===== src/rtl/trng_key_buffer.sv =====
// -----------------------------------------------------------------------------
// trng_key_buffer
// Decouples the TRNG core from the data register file. Words offered by the
// core on the key_ready_i/key_i/ack_read_o handshake are captured into a
// first-word-fall-through FIFO, so register-file reads never stall the core.
// An optional online repetition-count health test watches the accepted words.
//
// Compile-time option:
//   TRNG_HEALTH_TEST_EN  enables the repetition-count health test. When it is
//                        not defined, health_fail_o is tied to 0 and every
//                        accepted word is stored.
//
// Ports:
//   clk_i          clock
//   rst_i          asynchronous, active-high reset
//   key_ready_i    core holds a valid word (level, held until acked)
//   key_i          core word, stable while key_ready_i is high
//   ack_read_o     one-cycle registered pulse: word taken
//   rd_req_i       pop the head entry
//   rd_data_o      FIFO head, 0 when empty
//   rd_valid_o     FIFO not empty
//   full_o         FIFO holds DEPTH words
//   count_o        occupancy
//   underflow_o    sticky: pop requested while empty
//   clear_i        synchronous flush, also clears sticky flags
//   health_fail_o  sticky repetition-count failure
//   intr_o         level interrupt: occupancy at threshold or health failure
// -----------------------------------------------------------------------------
module trng_key_buffer #(
    parameter int N_BITS_KEY = 32,
    parameter int DEPTH      = 4,
    parameter int REP_LIMIT  = 3,
    parameter int THRESHOLD  = 1
) (
    input  logic                       clk_i,
    input  logic                       rst_i,
    input  logic                       key_ready_i,
    input  logic [N_BITS_KEY-1:0]      key_i,
    output logic                       ack_read_o,
    input  logic                       rd_req_i,
    output logic [N_BITS_KEY-1:0]      rd_data_o,
    output logic                       rd_valid_o,
    output logic                       full_o,
    output logic [$clog2(DEPTH+1)-1:0] count_o,
    output logic                       underflow_o,
    input  logic                       clear_i,
    output logic                       health_fail_o,
    output logic                       intr_o
);

    localparam int PW = $clog2(DEPTH);
    localparam int CW = $clog2(DEPTH + 1);
    localparam logic [CW-1:0] DEPTH_C  = CW'(DEPTH);
    localparam logic [CW-1:0] THRESH_C = CW'(THRESHOLD);

    typedef enum logic {
        IDLE,
        WAIT_DROP
    } state_t;

    state_t                state_q;
    state_t                state_d;
    logic                  accept;
    logic                  store;
    logic                  pop;
    logic                  empty;
    logic                  full;
    logic                  ack_q;
    logic                  underflow_q;
    logic                  health_fail_q;
    logic                  health_trip;
    logic [PW-1:0]         wr_ptr_q;
    logic [PW-1:0]         rd_ptr_q;
    logic [CW-1:0]         count_q;
    logic [N_BITS_KEY-1:0] mem [DEPTH];

    assign empty = (count_q == '0);
    assign full  = (count_q == DEPTH_C);
    assign pop   = rd_req_i && !empty;
    // A word that trips the health test is still acked but never written.
    assign store = accept && !health_trip;

    // Handshake state register.
    always_ff @(posedge clk_i or posedge rst_i) begin
        if (rst_i) begin
            state_q <= IDLE;
        end else begin
            state_q <= state_d;
        end
    end

    // One capture per core word: after a capture we wait for key_ready_i to
    // drop before listening again. A flush also forces that wait, so a word
    // still pending across a clear is only taken once the core re-offers it.
    always_comb begin
        state_d = state_q;
        accept  = 1'b0;
        unique case (state_q)
            IDLE: begin
                if (key_ready_i && !full && !health_fail_q) begin
                    accept  = 1'b1;
                    state_d = WAIT_DROP;
                end
            end
            WAIT_DROP: begin
                if (!key_ready_i) begin
                    state_d = IDLE;
                end
            end
            default: state_d = IDLE;
        endcase
        if (clear_i) begin
            accept  = 1'b0;
            state_d = WAIT_DROP;
        end
    end

    // Ack pulse follows the capture edge by one cycle; reset cancels it.
    always_ff @(posedge clk_i or posedge rst_i) begin
        if (rst_i) begin
            ack_q <= 1'b0;
        end else begin
            ack_q <= accept;
        end
    end

`ifdef TRNG_HEALTH_TEST_EN
    localparam int RW = $clog2(REP_LIMIT + 1);
    localparam logic [RW-1:0] REP_C = RW'(REP_LIMIT);

    logic [RW-1:0]         rep_q;
    logic [RW-1:0]         rep_d;
    logic [N_BITS_KEY-1:0] last_q;

    // Run length of identical accepted words, saturating at the limit.
    always_comb begin
        rep_d = RW'(1);
        if (key_i == last_q) begin
            rep_d = (rep_q >= REP_C) ? rep_q : rep_q + 1'b1;
        end
        health_trip = accept && (rep_d >= REP_C);
    end

    // The last word is kept across a clear so the run restarts at one.
    always_ff @(posedge clk_i or posedge rst_i) begin
        if (rst_i) begin
            rep_q         <= '0;
            last_q        <= '0;
            health_fail_q <= 1'b0;
        end else if (clear_i) begin
            rep_q         <= '0;
            health_fail_q <= 1'b0;
        end else if (accept) begin
            rep_q  <= rep_d;
            last_q <= key_i;
            if (health_trip) begin
                health_fail_q <= 1'b1;
            end
        end
    end
`else
    assign health_trip   = 1'b0;
    assign health_fail_q = 1'b0;
`endif

    // FIFO control. Clear beats everything; a health trip flushes the
    // stored words on the same edge it is detected.
    always_ff @(posedge clk_i or posedge rst_i) begin
        if (rst_i) begin
            wr_ptr_q    <= '0;
            rd_ptr_q    <= '0;
            count_q     <= '0;
            underflow_q <= 1'b0;
        end else if (clear_i) begin
            wr_ptr_q    <= '0;
            rd_ptr_q    <= '0;
            count_q     <= '0;
            underflow_q <= 1'b0;
        end else begin
            if (rd_req_i && empty) begin
                underflow_q <= 1'b1;
            end
            if (health_trip) begin
                wr_ptr_q <= '0;
                rd_ptr_q <= '0;
                count_q  <= '0;
            end else begin
                if (store) begin
                    wr_ptr_q <= wr_ptr_q + 1'b1;
                end
                if (pop) begin
                    rd_ptr_q <= rd_ptr_q + 1'b1;
                end
                unique case ({store, pop})
                    2'b10:   count_q <= count_q + 1'b1;
                    2'b01:   count_q <= count_q - 1'b1;
                    default: count_q <= count_q;
                endcase
            end
        end
    end

    // Storage array needs no reset; occupancy decides what is visible.
    always_ff @(posedge clk_i) begin
        if (store) begin
            mem[wr_ptr_q] <= key_i;
        end
    end

    assign ack_read_o    = ack_q;
    assign rd_data_o     = empty ? '0 : mem[rd_ptr_q];
    assign rd_valid_o    = !empty;
    assign full_o        = full;
    assign count_o       = count_q;
    assign underflow_o   = underflow_q;
    assign health_fail_o = health_fail_q;
    assign intr_o        = (count_q >= THRESH_C) || health_fail_q;

endmodule


===== config.mk =====
export PLATFORM = sky130hd
export DESIGN_NAME = trng_key_buffer
export DESIGN_NICKNAME = d
export VERILOG_FILES = /design/src/rtl/trng_key_buffer.sv
export SDC_FILE = /design/constraint.sdc
export NUM_CORES = 1
export LEC_CHECK = 0
export ABC_AREA = 1
export BUFFER_PORTS_ARGS = -buffer_cell sky130_fd_sc_hd__buf_2
export CORE_ASPECT_RATIO = 1.5
export CORE_MARGIN = 2
export CORE_UTILIZATION = 48
export CTS_CLUSTER_SIZE = 25
export DETAILED_ROUTE_END_ITERATION = 8
export PLACE_DENSITY = 0.7
export SKIP_LAST_GASP = 1
export SLEW_MARGIN = 20
export SYNTH_ARGS = -nofsm -noshare
export SYNTH_HDL_FRONTEND = slang
export SYNTH_SLANG_ARGS = --single-unit

===== constraint.sdc =====
create_clock -name clk_i -period 6.35 [get_ports clk_i]
set_clock_uncertainty 0.05 [all_clocks]
set_input_delay 0 -clock clk_i [delete_from_list [all_inputs] [get_ports clk_i]]
set_output_delay 0 -clock clk_i [all_outputs]
set_load 0.05 [all_outputs]

## Yosys cells after proc, flatten, opt, wreduce, memory -nomap -nowiden

Memories as Yosys holds them, arrays and structs flattened.
Cells that the tools add are included.

| word-level totals | value |
|---|---|
| bits in registers | 10 |
| memory bits (writable) | 128 |
| input port bits | 37 |
| output and inout port bits | 41 |
| logic and storage cells | 43 |
| memories | 1 |

| operators by class | value |
|---|---|
| add/subtract/negate cells | 4 |
| order comparisons | 1 |
| equality and inequality tests | 3 |
| mux-type cells | 17 |
| bitwise logic cells | 1 |
| reductions and logical operators | 10 |

Memory list:

| memory | words | bits a word | read ports | clocked after memory_dff | write ports | line | text |
|---|---|---|---|---|---|---|---|
| mem | 4 | 32 | 1 | 0 | 1 | 75 | `logic [N_BITS_KEY-1:0] mem [DEPTH];` |

Operator list:

| operator | number |
|---|---|
| two-way mux 32 bit | 1 |
| two-way mux 1 bit | 9 |
| two-way mux 2 bit | 4 |
| one-hot mux 3 bit (2 select lines) | 1 |
| nonzero test 2 bit | 3 |
| adder 2 x 1 -> 2 bit (second input constant) | 2 |
| adder 3 x 1 -> 3 bit (second input constant) | 1 |
| equality test 3 bit (second input constant) | 1 |
| >= comparator 3 x 1 -> 1 bit (second input constant) | 1 |
| logical AND 1 bit | 3 |
| zero test 3 bit | 1 |
| two-way mux 3 bit | 1 |
| nonzero test 3 bit | 1 |
| subtractor 3 x 1 -> 3 bit (second input constant) | 1 |
| equality test 2 x 1 -> 1 bit (second input constant) | 1 |
| equality test 2 bit (second input constant) | 1 |
| zero test 1 bit | 2 |
| one-hot mux 1 bit (2 select lines) | 1 |
| NOT 1 bit | 1 |

## Longest topological paths before layout

Gate-level depths: netlist of the first run.

| depth | value |
|---|---|
| depth after elaboration | 9 |
| mapped depth | 11 |
| gate-level depth less buffers | 11 |

## Worst setup path after synthesis of the first run

Ideal clock, no wire load.

| timing path | value |
|---|---|
| kind | flip-flop to flip-flop |
| from | register count_q[0] (netlist: count_o[0]) |
| to | memory mem[0][0] (enable) |
| setup time | 0.421 ns |
| arrival time | 2.699 ns |
| required time | 5.879 ns |
| setup slack | 3.179 ns |
| cell stages (with the launch flop) | 6 |
| buffers on the path | 0 |
| period minus slack after synthesis | 3.171 ns |
| cell sequence | dfrtp_1 > inv_1 > ha_1 > nand2_2 > nand3_2 > nor2_1 |

| between the ends | value |
|---|---|
| cells in the longest elaborated chain, start to end | 8 |

RTL lines:

| what | line | text |
|---|---|---|
| from (decl) | 74 | `logic [CW-1:0] count_q;` |
| from (signal assigned) | 195 | `2'b10: count_q <= count_q + 1'b1;` |
| from (signal assigned) | 196 | `2'b01: count_q <= count_q - 1'b1;` |
| from (signal assigned) | 197 | `default: count_q <= count_q;` |
| equality test 3 bit | 78 | `assign full = (count_q == DEPTH_C);` |
| zero test 1 bit | 100 | `if (key_ready_i && !full && !health_fail_q) begin` |
| logical AND 1 bit | 100 |  |
| two-way mux 1 bit | 100 |  |
| two-way mux 1 bit | 98 | `unique case (state_q)` |
| two-way mux 1 bit | 112 | `if (clear_i) begin` |
| two-way mux 1 bit | 205 | `if (store) begin` |
| two-way mux 1 bit (implied by the code) | 206 | `mem[wr_ptr_q] <= key_i;` |
| to (decl) | 75 |  |

Every way passes these cells.

## Final worst setup path of the first run

| timing path | value |
|---|---|
| from | register count_q[0] (netlist: count_o[0]) |
| to | memory mem[1][9] (enable) |

The elaborated chain is that of the path after synthesis.

==> metrics.md, run 1 <==
| Metric | Value |
|---|---|
| Outcome | completed |
| Placed cell areas | 6090 µm² |
| Die X-Extent | 92.5 µm |
| Inst Count DP | 665 |
| Largest net degree at the start of global routing | 66 |
| Fin util | 61.5% |
| Vias per cell | 5.12 |
| Syn Nets | 508 |
| Synth area leader | edfxtp_1 |
| Worst slew margin | 29.1% |
| FMAX | 405 MHz |
| R2r endpoint | mem[1][9] |
| Max clock buf depth | 2 |
| Power Density | 465 nW/µm² |
| HPWL after detailed placement | 6.56 mm |
| Filler Cells Inserted | 916 |
| Startpoint class of the critical path | flop |
| Final #Nets | 617 |
| Slew @ Worst Pin | 1060 ps |
| Area share of the largest cell type after synthesis | 68.2% |
| Maxcap violations | 0 |
| WP data required | 6320 ps |
| N_diodes | 0 |
| Htree depth | 4 |
| Worst path max stage delay | 880 ps |
| Slowest CP cell | nor2_4 |
| CTS tree | yes |
| Postcts setup bufs | 0 |
| Ys Warns | 0 |
| Synth Cell Area | 5640 µm² |
| CP max FO | 32 |
| Port Buffers | 76 |
| Initial antenna violation count | 0 |
| Synth area leaders | edfxtp_1, nor2_1, o21ai_1 |
| IO Pins | 78 |
| Chip height | 137 µm |
| Initial drt markers | 216 |
| Fin crit period | 2470 ps |
| RR Startpoint | count_o[0] |
| Flops & latches, synth | 138 |
| Reg2Reg Setup Slack | 3880 ps |
| Site Rows | 48 |
| Core area | 11500 µm² |
| Cell area after layout | 7050 µm² |
| Peak supply drop | 0.000248 V |
| TNS Setup | 0 ps |
| Final wirelength | 11.6 mm |
| Die area | 12600 µm² |
| CTS root buffer | clkbuf_16 |
| Antenna Nets Post-Route | 0 |
| GR Overflow Total | 0 |
| Routed vias | 3759 |
| Leak Pwr | 2.69 nW |
| First-pass GRT wire length | 18.0 mm |
| Gpl congestion | 0.748 |
| Hold Vio Cnt, Final | 0 |
| DR WL/cell | 15.8 µm |
| 1st-pass router iterations | 4 |
| Critical path class | flop to flop |
| Final worst-path cycle share | 38.9% |
| Residual DRC | 0 |
| Hold/Removal Path Class | primary input to async pin |
| Total track usage | 19.1% |
| Setup-failing EPs final | 0 |
| Initial Util | 49.1% |
| Vias in the first global route | 3756 |
| Layout Cells excl Fill | 734 |
| Syn Area/Cell | 12.2 µm² |
| Post-synthesis sequential area ratio | 72.6% |
| # clock sinks | 138 |
| Reg clk slew, reported paths | 50 ps |
| Crit path DAT | 2440 ps |
| CTS Buf Count | 17 |
| Layout area overhead | 25.1% |
| Yosys cell types | 25 |
| Post-Syn Instances | 463 |
| Worst reg-to-reg path cell count | 5 |
| Share of layout cells above drive strength 1 | 20.5% |
| Critical path, cell by cell | inv_1 -> ha_1 -> nand2_2 -> nand3_2 -> nor2_4 |
| CP endpoint kind | flop |
| RSZ-0062 raised after global routing | false |
| Max Slew Vio Count | 0 |
| Clk Latency, worst-skew pair | 410 ps |
## where the power goes
group	total, mW	internal (mW)	switching (mW)
clock	0.974	0.645	0.329
combinational	1.26	0.275	0.984
sequential	1.05	1.02	0.0233
## per-stage QoR
step | total power, mW | hold WS [ps] | worst slack [ps]
floorplan | 2.05 | -210 | 3180
global placement | 2.29 | -54.3 | 3920
detailed placement | 2.30 | -46.6 | 3850
CTS | 3.30 | 72.8 | 3830
global route | 3.43 | 109 | 3690
finish | 3.28 | 90.6 | 3880
## repair_timing
item | 4_1_cts | 5_1_grt
hold buffers | 38 | 0
setup endpoints to repair | 0 | 0
resized for setup | 0 | 0
hold endpoints to repair | 147 | 0
## worst max-delay path: cells and delay by family (launching register included)
kind	cells	cell delay, ps
simple gates	3	1240
flops	1	430
buf+inv	1	100
fa+ha+maj	1	240
## how the worst max path moves through the flow
stage / depth (start not counted) / end / slack [ps] / startpoint
2_1_floorplan: 5 / mem[0][0] / 3180 / count_o[0]
3_3_place_gp: 5 / mem[3][20] / 3920 / count_o[0]
3_5_place_dp: 5 / mem[3][20] / 3850 / count_o[0]
4_1_cts: 5 / mem[3][11] / 3830 / count_o[0]
5_1_grt: 5 / mem[3][11] / 3690 / count_o[0]
6_report: 5 / mem[1][9] / 3880 / count_o[0]
## synth_stat cells
cell type and instances:
nor2_1 135, edfxtp_1 128, o21ai_1 52, a21oi_1 34
o21ai_0 17, nand2_1 16, inv_1 15, dfrtp_1 10
buf_2 9, ha_1 8, buf_6 6, inv_2 6
nand3_1 5, buf_1 4, clkbuf_2 4, nand2_2 3
buf_4 2, xnor2_1 2, clkbuf_1 1, conb_1 1
nand3_2 1, nor2_2 1, nor2_8 1, o211ai_1 1
o21a_1 1
## layer usage
layer | track usage, % | vias up | part of all wire, %
met5 | 0 | - | 0
met4 | 6.88 | 0 | 1.3
met3 | 5.34 | 11 | 5.2
met2 | 35.0 | 101 | 57
met1 | 21.0 | 1829 | 37
li1 | - | 1818 | -
## layout by cell type, fill, tap and decap left out
| master | instances |
|---|---|
| nor2_1 | 131 |
| edfxtp_1 | 128 |
| buf_2 | 76 |
| o21ai_1 | 52 |
| dlygate4sd3_1 | 38 |
| a21oi_1 | 34 |
| o21ai_0 | 17 |
| clkbuf_16 | 17 |
| nand2_1 | 16 |
| inv_1 | 15 |
| dfrtp_1 | 9 |
| ha_1 | 8 |
| inv_2 | 6 |
| nand3_1 | 5 |
| nor2_4 | 4 |
| bufinv_16 | 4 |
| clkinv_2 | 4 |
| clkinv_1 | 4 |
| nand2_2 | 3 |
| xnor2_1 | 2 |
| clkbuf_1 | 2 |
| buf_4 | 2 |
| nor2_8 | 1 |
| o21a_1 | 1 |
| nor2_2 | 1 |
| nand3_2 | 1 |
| o211ai_1 | 1 |
| conb_1 | 1 |
| dfrtp_2 | 1 |
## sequential cells by signal, summed over array words and instances (netlist names)
| register | cells |
|---|---|
| mem | 128 |
| state_q | 1 |
| rd_ptr_q | 2 |
| ack_read_o | 1 |
| wr_ptr_q | 2 |
| count_o | 3 |
| underflow_o | 1 |
## cell type report
type,instances,area (µm²),area share [%]
multi-input combinational,278,1330,18.8
inverter,21,78.8,1.12
timing repair buffer,116,776,11.0
tap,150,188,2.66
sequential,138,4100,58.1
clock inverter,12,155,2.20
clock buffer,19,433,6.14
## logic make-up (layout without fill, tap and decap cells)
group,Yosys count,count (layout),share of synthesized area (%)
and+or+nand+nor,162,162,11.5
DFF,138,138,72.6
AOI/OAI and AO/OA,105,105,9.41
buffers and inverters,47,168,4.35
adders and majority gates,8,8,1.78
xor gates and xnor gates,2,2,0.311
other,1,1,0.0665
(Power assumes the default switching activity.)
==> inputs of run 2 (changes only) <==
Clock period 6.35 ns to 2.5 ns, I/O delays scaled along.
==> run 2 against run 1 <==
Against the previous run:
- final area up 0.35%
- die area unchanged
- largest cell class unchanged
- register-to-register slack worse by 3600 ps
- combinational power rose to 2.6 times the previous value
- first-iteration DRC count up 37%
- critical path depth unchanged
- non-clock buffer count up 6
- routed wire length up 4.6%
==> metrics.md, run 2 (synthesis results as in run 1) <==
| Metric | Value |
|---|---|
| Outcome | completed |
| Vias per cell | 5.19 (+1.4%) |
| Residual DRC | 0 (unchanged) |
| Switching share of total power | 42.3% (+1.6 points) |
| Critical path, cell by cell | inv_2 -> buf_12 -> o21ai_0 -> a21oi_1 -> buf_2 |
| Worst slew margin | 56.1% (+27 points) |
| Seq pwr share | 33.5% (+1.6 points) |
| N_diodes | 0 (unchanged) |
| CP endpoint kind | output port |
| HPWL after detailed placement | 7.21 mm (+10%) |
| Share of layout cells above drive strength 1 | 21.1% (+0.58 points) |
| GRT met2 Usage | 35.6% (+0.61 points) |
| Met1 Use GR | 21.1% (+0.14 points) |
| FMAX | 439 MHz |
| RR Startpoint | count_o[1] |
| First-pass GRT wire length | 18.5 mm (+2.9%) |
| Initial antenna violation count | 0 (unchanged) |
| Initial drt markers | 296 (+37%) |
| Fin crit period | 2280 ps |
| Most common cell after layout, fill and taps aside | nor2_1 |
| Layout area overhead | 25.6% |
| IO Pins | 78 (unchanged) |
| Comb power frac | 40.1% (+1.7 points) |
| Total track usage | 19.7% (+0.64 points) |
| Final #Nets | 624 (+1.1%) |
| Setup WS post-layout | 223 ps (-3660 ps) |
| Crit path max-delay family | buffers and inverters |
| Switch Pwr | 3.41 mW (+160%) |
| Critical path buffers and inverters | 3 (+2) |
| Initial Util | 49.1% (unchanged) |
| Die X-Extent | 92.5 µm (unchanged) |
| Htree depth | 4 (unchanged) |
| Slew @ Worst Pin | 658 ps (-405 ps) |
| CP max FO | 46 (+44%) |
| Gpl congestion | 0.773 (+3.4%) |
| Commonest cells after routing, fill and taps aside | nor2_1, edfxtp_1, buf_2 |
| Busiest grt layer | met2 |
| Slowest CP cell | dfrtp_2 |
| Filler Cells Inserted | 898 (-2.0%) |
| Hold/Removal Path Class | primary input to async pin |
| Core area | 11500 µm² (unchanged) |
| Final wirelength | 12.2 mm (+4.6%) |
| Final worst-path cycle share | 91.1% |
| # clock sinks | 138 (unchanged) |
| Site Rows | 48 (unchanged) |
| Setup-failing EPs final | 0 (unchanged) |
| Crit path DAT | 2230 ps (-210 ps) |
| Largest net degree at the start of global routing | 47 (-29%) |
| RSZ-0062 raised after global routing | false |
| Max Slew Vio Count | 0 (unchanged) |
| Maxcap violations | 0 (unchanged) |
| Critical path class | flop to output port |
| Postcts setup bufs | 0 (unchanged) |
| Max clock buf depth | 2 (unchanged) |
| Startpoint class of the critical path | flop |
| Largest Register | mem |
| CTS root buffer | clkbuf_16 |
| Antenna Nets Post-Route | 0 (unchanged) |
| Cell Int Power | 4.66 mW (+140%) |
| Chip height | 137 µm (unchanged) |
| Reg clk slew, reported paths | 50 ps (about the same) |
| Peak supply drop | 0.000865 V (+250%) |
| Cell area after layout | 7080 µm² (+0.35%) |
| Hold slack final | 81.8 ps (-8.74 ps) |
| Hold Vio Cnt, Final | 0 (unchanged) |
| Power Density | 1140 nW/µm² (+150%) |
| Worst path max stage delay | 560 ps (-320 ps) |
| 1st-pass router iterations | 4 (unchanged) |
| DR WL/cell | 16.5 µm (+4.2%) |
| Die area | 12600 µm² (unchanged) |
| Grt met3 use | 5.23% (-0.11 points) |
| Routed vias | 3826 (+1.8%) |
| Leak Pwr | 2.69 nW (about the same) |
| Clk Latency, worst-skew pair | 400 ps (about the same) |
| Placed cell areas | 6190 µm² (+1.8%) |
| Port Buffers | 76 (unchanged) |
| Pre-CTS WS | 452 ps (-3400 ps) |
| CTS Buf Count | 17 (unchanged) |
| GR Overflow Total | 0 (unchanged) |
| Clock network power share | 26.3% (-3.4 points) |
| Max FFs per register | 128 (unchanged) |
| Vias in the first global route | 3838 (+2.2%) |
| CTS tree | yes |
| WP data required | 2450 ps (-3870 ps) |
| TNS Setup | 0 ps (unchanged) |
| CP startpoint | rd_ptr_q[0] |
| Fin util | 61.7% (+0.22 points) |
## run 2: area by class of cell
class | count | area (µm²) | share of cell area [%]
sequential | 138 | 4100 | 57.9
clock buffer | 20 | 437 | 6.17
timing repair buffer | 122 | 883 | 12.5
multi-input combinational | 279 | 1340 | 18.9
inverter | 21 | 78.8 | 1.11
tap | 150 | 188 | 2.65
clock inverter | 7 | 56.3 | 0.795
## run 2: metrics by stage
step	total power, mW	cells
6_report	8.07	737
4_1_cts	8.06	736
3_3_place_gp	5.85	671
3_5_place_dp	5.87	671
5_1_grt	8.44	737
2_1_floorplan	5.22	463
## run 2: power by group through the flow
stage / clock network [mW] / registers, mW / logic [mW]
2_1_floorplan: 0 / 2.78 / 2.44
3_3_place_gp: 0 / 2.74 / 3.11
3_5_place_dp: 0 / 2.74 / 3.13
4_1_cts: 2.16 / 2.70 / 3.20
5_1_grt: 2.26 / 2.72 / 3.45
6_report: 2.12 / 2.71 / 3.24
## run 2: per-layer routing
layer | up-vias | share of wire [%]
met5 | - | 0
met4 | 0 | 2.1
met3 | 22 | 4.9
met2 | 128 | 55
met1 | 1844 | 38
li1 | 1832 | -
## run 2: worst register-to-register path, stage by stage, from the launching register on
cell	delay, ps
dfrtp_1	410
inv_1	130
ha_1	210
inv_2	110
nor2_8	320
nor2_2	140
nand2_1	130
nand2_1	60
a21oi_1	110
dlygate4sd3_1	550
## run 2: timing repair
action                                  in CTS  in global routing
endpoints found under the setup margin       0                 33
endpoints found under the hold margin      147                  0
gates resized for setup                      0                  1
hold buffers                                38                  0
## run 2: path summary, 6_finish.rpt
| path | endpoint | slack, ps | depth (start not counted) |
|---|---|---|---|
| hold / removal | underflow_o | 80 | 3 |
| max in group asynchronous | rd_ptr_q[1] | 2000 | 3 |
| hold reg to reg | underflow_o | 450 | 1 |
| setup / recovery | rd_data_o[1] | 220 | 5 |
| min in group clk_i | mem[1][26] | 300 | 2 |
| setup reg to reg | rd_ptr_q[0] | 230 | 9 |
